<file path="src/rtl/uart_echo_ctrl_if.sv">
// Byte-stream handshake between the UART RX/TX blocks and the echo controller.
// The RX side presents strobed bytes; the TX side drains the controller with valid/ready.
interface uart_echo_ctrl_if;
  logic [7:0] rx_data;
  logic       rx_valid;
  logic [7:0] tx_data;
  logic       tx_valid;
  logic       tx_ready;

  modport master (
    output rx_data, rx_valid, tx_ready,
    input  tx_data, tx_valid
  );

  modport slave (
    input  rx_data, rx_valid, tx_ready,
    output tx_data, tx_valid
  );
endinterface

</file>
<file path="src/rtl/uart_echo_ctrl.sv">
// Echo FIFO plus in-band escape parser for the UART top level.
// Mode changes wait until the echo path is empty, so every byte leaves at one setting.
module uart_echo_ctrl #(
  parameter int FIFO_DEPTH = 16,
  parameter int MODE_W     = 4,
  parameter int MODE_RESET = 1
) (
  input  logic                        clk,
  input  logic                        rst_n,
  uart_echo_ctrl_if.slave             bus,
  output logic [MODE_W-1:0]           mode,
  output logic                        armed,
  output logic                        cmd_pending,
  output logic                        echo_en,
  output logic                        overflow,
  output logic [$clog2(FIFO_DEPTH):0] fifo_level
);
  localparam int PTR_W = $clog2(FIFO_DEPTH);
  localparam int LVL_W = PTR_W + 1;
  localparam logic [LVL_W-1:0] DEPTH_L = LVL_W'(FIFO_DEPTH);

  localparam logic [7:0] BYTE_ESC     = 8'hFF;
  localparam logic [7:0] BYTE_OVF_CLR = 8'hE0;
  localparam logic [7:0] BYTE_ECHO_OFF = 8'hE1;
  localparam logic [7:0] BYTE_ECHO_ON = 8'hE2;

  typedef enum logic {
    PS_IDLE,
    PS_ARMED
  } pstate_t;

  pstate_t           state_q, state_d;
  logic [MODE_W-1:0] pend_q;
  logic              pend_load;
  logic              cmd_pending_d;
  logic              echo_en_d;
  logic              ovf_clr;
  logic              is_esc;
  logic              is_mode_cmd;
  logic              apply;

  logic [7:0]        mem [FIFO_DEPTH];
  logic [PTR_W-1:0]  wr_ptr, rd_ptr;
  logic              push_req, push, pop, drop;

  // ---- FIFO handshake decode ----
  assign bus.tx_valid = (fifo_level != '0);
  assign bus.tx_data  = mem[rd_ptr];

  assign pop      = bus.tx_valid && bus.tx_ready;
  assign push_req = bus.rx_valid && echo_en;
  // A pop in the same cycle frees the slot, so a full FIFO can still accept.
  assign push     = push_req && ((fifo_level < DEPTH_L) || pop);
  assign drop     = push_req && !push;

  always_ff @(posedge clk) begin
    if (push) begin
      mem[wr_ptr] <= bus.rx_data;
    end
  end

  always_ff @(posedge clk or negedge rst_n) begin
    if (!rst_n) begin
      wr_ptr     <= '0;
      rd_ptr     <= '0;
      fifo_level <= '0;
    end else begin
      if (push) begin
        wr_ptr <= wr_ptr + PTR_W'(1);
      end
      if (pop) begin
        rd_ptr <= rd_ptr + PTR_W'(1);
      end
      case ({push, pop})
        2'b10:   fifo_level <= fifo_level + LVL_W'(1);
        2'b01:   fifo_level <= fifo_level - LVL_W'(1);
        default: fifo_level <= fifo_level;
      endcase
    end
  end

  // ---- escape parser ----
  assign is_esc      = (bus.rx_data == BYTE_ESC);
  assign is_mode_cmd = (&bus.rx_data[7:MODE_W]) && !is_esc;
  assign apply       = cmd_pending && (fifo_level == '0) && !bus.rx_valid && !push;
  assign armed       = (state_q == PS_ARMED);

  always_comb begin
    state_d       = state_q;
    pend_load     = 1'b0;
    cmd_pending_d = cmd_pending;
    echo_en_d     = echo_en;
    ovf_clr       = 1'b0;
    if (bus.rx_valid) begin
      case (state_q)
        PS_IDLE: begin
          if (is_esc) begin
            state_d = PS_ARMED;
          end
        end
        PS_ARMED: begin
          state_d = PS_IDLE;
          if (is_esc) begin
            state_d = PS_ARMED;
          end else if (is_mode_cmd) begin
            pend_load     = 1'b1;
            cmd_pending_d = 1'b1;
          end else if (bus.rx_data == BYTE_OVF_CLR) begin
            ovf_clr = 1'b1;
          end else if (bus.rx_data == BYTE_ECHO_OFF) begin
            echo_en_d = 1'b0;
          end else if (bus.rx_data == BYTE_ECHO_ON) begin
            echo_en_d = 1'b1;
          end
        end
        default: state_d = PS_IDLE;
      endcase
    end
    if (apply) begin
      cmd_pending_d = 1'b0;
    end
  end

  always_ff @(posedge clk) begin
    if (pend_load) begin
      pend_q <= bus.rx_data[MODE_W-1:0];
    end
  end

  always_ff @(posedge clk or negedge rst_n) begin
    if (!rst_n) begin
      state_q     <= PS_IDLE;
      cmd_pending <= 1'b0;
      echo_en     <= 1'b1;
      overflow    <= 1'b0;
      mode        <= MODE_W'(MODE_RESET);
    end else begin
      state_q     <= state_d;
      cmd_pending <= cmd_pending_d;
      echo_en     <= echo_en_d;
      // A clear command wins over a drop of that same command byte.
      if (ovf_clr) begin
        overflow <= 1'b0;
      end else if (drop) begin
        overflow <= 1'b1;
      end
      if (apply) begin
        mode <= pend_q;
      end
    end
  end
endmodule

</file>
<file path="src/flat_wrapper.sv">
// flat-port wrapper written by rule: the top's interface ports become plain ports
module uart_echo_ctrl_flat 
#(
  parameter int FIFO_DEPTH = 16,
  parameter int MODE_W     = 4,
  parameter int MODE_RESET = 1
)
  (clk, rst_n, mode, armed, cmd_pending, echo_en, overflow, fifo_level, bus_rx_data, bus_rx_valid, bus_tx_ready, bus_tx_data, bus_tx_valid);
  uart_echo_ctrl_if bus_i ();
  input  logic clk;
  input  logic rst_n;
  output logic [MODE_W-1:0] mode;
  output logic armed;
  output logic cmd_pending;
  output logic echo_en;
  output logic overflow;
  output logic [$clog2(FIFO_DEPTH):0] fifo_level;
  input wire logic [$bits(bus_i.rx_data)-1:0] bus_rx_data;
  input wire logic [$bits(bus_i.rx_valid)-1:0] bus_rx_valid;
  input wire logic [$bits(bus_i.tx_ready)-1:0] bus_tx_ready;
  output wire logic [$bits(bus_i.tx_data)-1:0] bus_tx_data;
  output wire logic [$bits(bus_i.tx_valid)-1:0] bus_tx_valid;
  assign bus_i.rx_data = bus_rx_data;
  assign bus_i.rx_valid = bus_rx_valid;
  assign bus_i.tx_ready = bus_tx_ready;
  assign bus_tx_data = bus_i.tx_data;
  assign bus_tx_valid = bus_i.tx_valid;
  uart_echo_ctrl #(.FIFO_DEPTH(FIFO_DEPTH), .MODE_W(MODE_W), .MODE_RESET(MODE_RESET)) u_core (.clk(clk), .rst_n(rst_n), .bus(bus_i), .mode(mode), .armed(armed), .cmd_pending(cmd_pending), .echo_en(echo_en), .overflow(overflow), .fifo_level(fifo_level));
endmodule
</file>
<file path="config.mk">
export PLATFORM = sky130hd
export DESIGN_NAME = uart_echo_ctrl_flat
export DESIGN_NICKNAME = d
export VERILOG_FILES = /design/src/rtl/uart_echo_ctrl_if.sv /design/src/rtl/uart_echo_ctrl.sv /design/src/flat_wrapper.sv
export SDC_FILE = /design/constraint.sdc
export NUM_CORES = 1
export LEC_CHECK = 0
export CAP_MARGIN = 20
export CORE_MARGIN = 2
export CORE_UTILIZATION = 60
export DETAILED_ROUTE_END_ITERATION = 16
export HOLD_SLACK_MARGIN = 0.08
export PLACE_DENSITY = 0.8
export SLEW_MARGIN = 20
export SYNTH_ARGS = -nofsm -noshare
export SYNTH_HDL_FRONTEND = slang
export SYNTH_SLANG_ARGS = --single-unit
</file>
<file path="constraint.sdc">
create_clock -name clk -period 5.7 [get_ports clk]
set_input_delay 1.14 -clock clk [delete_from_list [all_inputs] [get_ports clk]]
set_output_delay 1.14 -clock clk [all_outputs]
set_load 0.01 [all_outputs]
</file>
==> impl_results.md <==
- Highest-delay cell along the critical path: dfrtp_2
- R2R setup slack: 3030 ps
- Largest net degree at the start of global routing: 36
- Commonest non-fill, non-tap cell in the layout: edfxtp_1
- Max Freq: 233 MHz
- Synthesized area: about 6300 sq um
- Hold Path Class: flop to flop
- Flop pwr share: between 40 and 50%
- Met1 wire length: around 4900 um
- Detail Route Antenna Nets: 0
- CP Capture Type: output pin
- Die area: 11300 sq um
- Finished Layout Cells: 520
- Die extent in x: between 100 and 150 um
- Number of flops mapped to enable cells by yosys: 132
- Ant diodes: 0
- Layout cell share with drive strength beyond 1: between 10% and 20%
- Avg WL per Cell: 22.2 um
- Clk_skew: 6.21 ps
- Gate power share: 26.5%
- CTS max path bufs: 2
- Worst r2r dst: u_core.fifo_level[4]$_DFFE_PN0P_
- Area leader, netlist: edfxtp_1
- Peak supply drop: ~0.29 mV
- DR vias: 3139
- Max Transition Viols Final: 0
- Area growth syn-to-layout: 14.5%
- Placed inst area: 6680 sq um
- Clk sink count: 153
- Post-synth ARST share: around 14%
- Unrepaired setup endpoints after global routing: no
- Global-route wire length before repair: approximately 18000 um
- Die height: 106 um
- Lkg Pwr: ~2.4 nW
- Initial Util: between 60% and 70%
- DR pass1 iterations: 4
- Fillers: 611
- Critical path origin: u_core.rd_ptr[0]$_DFFE_PN0P_
- Min Clock Period, post-route: 4300 ps
- Post-Synthesis Cells: 334
- Max_slew headroom: 30.4%
- Min-delay src: u_core.pend_q[1]$_DFFE_PP_
- Post-route DRC violation count: 0
- Clock power frac: 29.2%
- Design area: 7170 sq um
- Post-synthesis sequential area ratio: 71.7%
- CP cell instances: mux4_1 -> a22oi_1 -> nand2_1 -> clkdlybuf4s50_1
- Sw Share: 28.6%
- Worst setup SP type: flop
- Maxcap violations: 0
- Avg Vias per Cell: 6.04
- Hold Crit Depth: 1
- Main synth FF type: edfxtp_1
- Port Buf Inserts: 33
- CP max stage delay: 1050 ps
- Core region area: 10200 sq um
- Setup TNS: 0 ps
- Grt total ovfl: 0
- H-tree levels: 4
- Average cell area after synthesis: 18.7 sq um
- Core Rows: 37
- Hold Path End: u_core.mode[1]$_DFFE_PN0P_
- Post-DP HPWL: approximately 7300 um
- Int Pwr: 2.26 mW
- Pwr Density: between 400 and 500 nW/um^2
- Final setup vio count: 0
- Setup bufs post-CTS: 0
- DP Cell Count: 489
- Clock insertion delay at the later pin of the skew report: 520 ps
- Gr usage total: 22.4%
- Hold Slack: between 400 and 500 ps
- Initial antenna violation count: 0
- Vias in the first global route: 3196
- Worst-margin pin slew: 1040 ps
- Psw: 904 uW
- Outcome: finished, final reports clean
- Post-Syn Nets: 355
- Yosys reg bits: between 150 and 200
- Total wire length: 11600 um
- CTS tree: yes
- Initial DRC count: 280
- Commonest non-fill, non-tap cells in the layout: 132 x edfxtp_1, 33 x clkdlybuf4s50_1, 20 x nor2_1, 20 x nand2_1, 18 x dfrtp_1
- Final hold violations: 0
- Cells taking the most area after synthesis: edfxtp_1 63%, dfrtp_1 7.6%, mux4_1 6.7%, mux4_2 5.8%, a22oi_1 1.9%
- Worst Path Class, Setup: flop to output pin
- Hold Buf Count CTS: 0
- Yosys cell types: 43
- Yosys warnings: 0
- R2R depth: 9
- Area share of the largest cell type after synthesis: roughly 63%
- Required time of the critical path: 4560 ps
- DR WL met3: between 600 and 700 um
- Total CTS buffers: 17
- Clk root buf: clkbuf_8
- FF-to-FF Start: u_core.fifo_level[2]$_DFFE_PN0P_
- Top layer in use: met4
- WL met2: 5950 um
- Data arrival time of the worst path: 3160 ps
- Ports: 34
- Crit Path Max Fanout: 35
- Routability Congestion: 0.778
- Post-CTS sizing: 0
- Clk pin slew, worst setup/hold paths: 60 ps
- Period utilization: ~75%
- Fin nets: 393
## synth_stat cells (all sizes together) (2+ instances only)
| library cell | instances |
|---|---|
| nand2 | 20 |
| nand4 | 4 |
| nor3b | 2 |
| clkdlybuf4s25 | 2 |
| nor2 | 20 |
| dfrtp | 19 |
| dfstp | 2 |
| mux4 | 32 |
| mux2 | 6 |
| inv | 7 |
| o22ai | 2 |
| o21ai | 4 |
| nor3 | 7 |
| nor2b | 2 |
| a21oi | 3 |
| ha | 9 |
| nand2b | 3 |
| a22oi | 16 |
| buf | 12 |
| o311ai | 2 |
| clkbuf | 3 |
| xnor2 | 6 |
| edfxtp | 132 |
| xor2 | 6 |
## critical path: cells and delay by family (launching register included)
family / cells / cell delay, ps
compound gates: 1 / 320
flops: 1 / 1050
buf+inv: 1 / 480
mux: 1 / 670
simple gates: 1 / 100
## flip-flops by register name (all words and copies together), names as in the netlist
signal,count
u_core.mem,128
u_core.fifo_level,5
u_core.mode,4
u_core.pend_q,4
u_core.rd_ptr,4
u_core.wr_ptr,4
u_core.armed,1
u_core.cmd_pending,1
u_core.echo_en,1
u_core.overflow,1
## per-layer routing
metal / global-route usage [%] / vias to the layer above
met5: 0 / -
met3: 6.01 / 17
met1: 30.0 / 1611
met2: 35.8 / 98
met4: 8.18 / 0
li1: - / 1413
## power groups by stage
stage	clock, mW	combinational (mW)	sequential [mW]
after CTS	0.934	0.847	1.40
after floorplan	0	0.634	1.34
after global placement	0	0.829	1.42
after detailed placement	0	0.844	1.43
after global routing	0.983	0.901	1.42
final	0.923	0.839	1.40
## per-stage QoR
| stage | utilization (%) | setup slack, ps | total power, mW |
|---|---|---|---|
| after floorplan | - | 2720 | 1.98 |
| after global placement | 65.1 | 1840 | 2.25 |
| after global routing | 70.1 | 1230 | 3.30 |
| after CTS | 70.0 | 1360 | 3.19 |
| after detailed placement | 65.3 | 1840 | 2.27 |
| final | 70.1 | 1400 | 3.16 |
## cell families after synthesis
logic type	after synthesis	synth area share, %
adders and majority gates	9	1.80
DFF	153	71.7
AOI/OAI and AO/OA	31	3.48
buffers and inverters	25	2.50
and+or+nand+nor	66	5.26
xor gates and xnor gates	12	1.68
muxes	38	13.5
## worst max path at each step
| stage | endpoint | slack (ps) | depth (start not counted) |
|---|---|---|---|
| 3_5_place_dp | u_core.mem[0][6]$_DFFE_PP_ | 1840 | 5 |
| 5_1_grt | bus_tx_data[6] | 1230 | 4 |
| 4_1_cts | bus_tx_data[4] | 1360 | 4 |
| 6_report | bus_tx_data[4] | 1400 | 4 |
| 3_3_place_gp | u_core.mem[3][7]$_DFFE_PP_ | 1840 | 5 |
| 2_1_floorplan | u_core.fifo_level[4]$_DFFE_PN0P_ | 2720 | 12 |
## layout make-up
type | instances | area (sq um) | share of cell area [%]
Clock buffer | 20 | 425 | 5.94
Clock inverter | 11 | 58.8 | 0.821
Inverter | 7 | 26.3 | 0.367
Multi-Input combinational cell | 156 | 1630 | 22.8
Sequential cell | 153 | 4490 | 62.7
Tap cell | 136 | 170 | 2.37
Timing Repair Buffer | 37 | 360 | 5.03
Note: power is estimated with default switching activity, not from simulation.
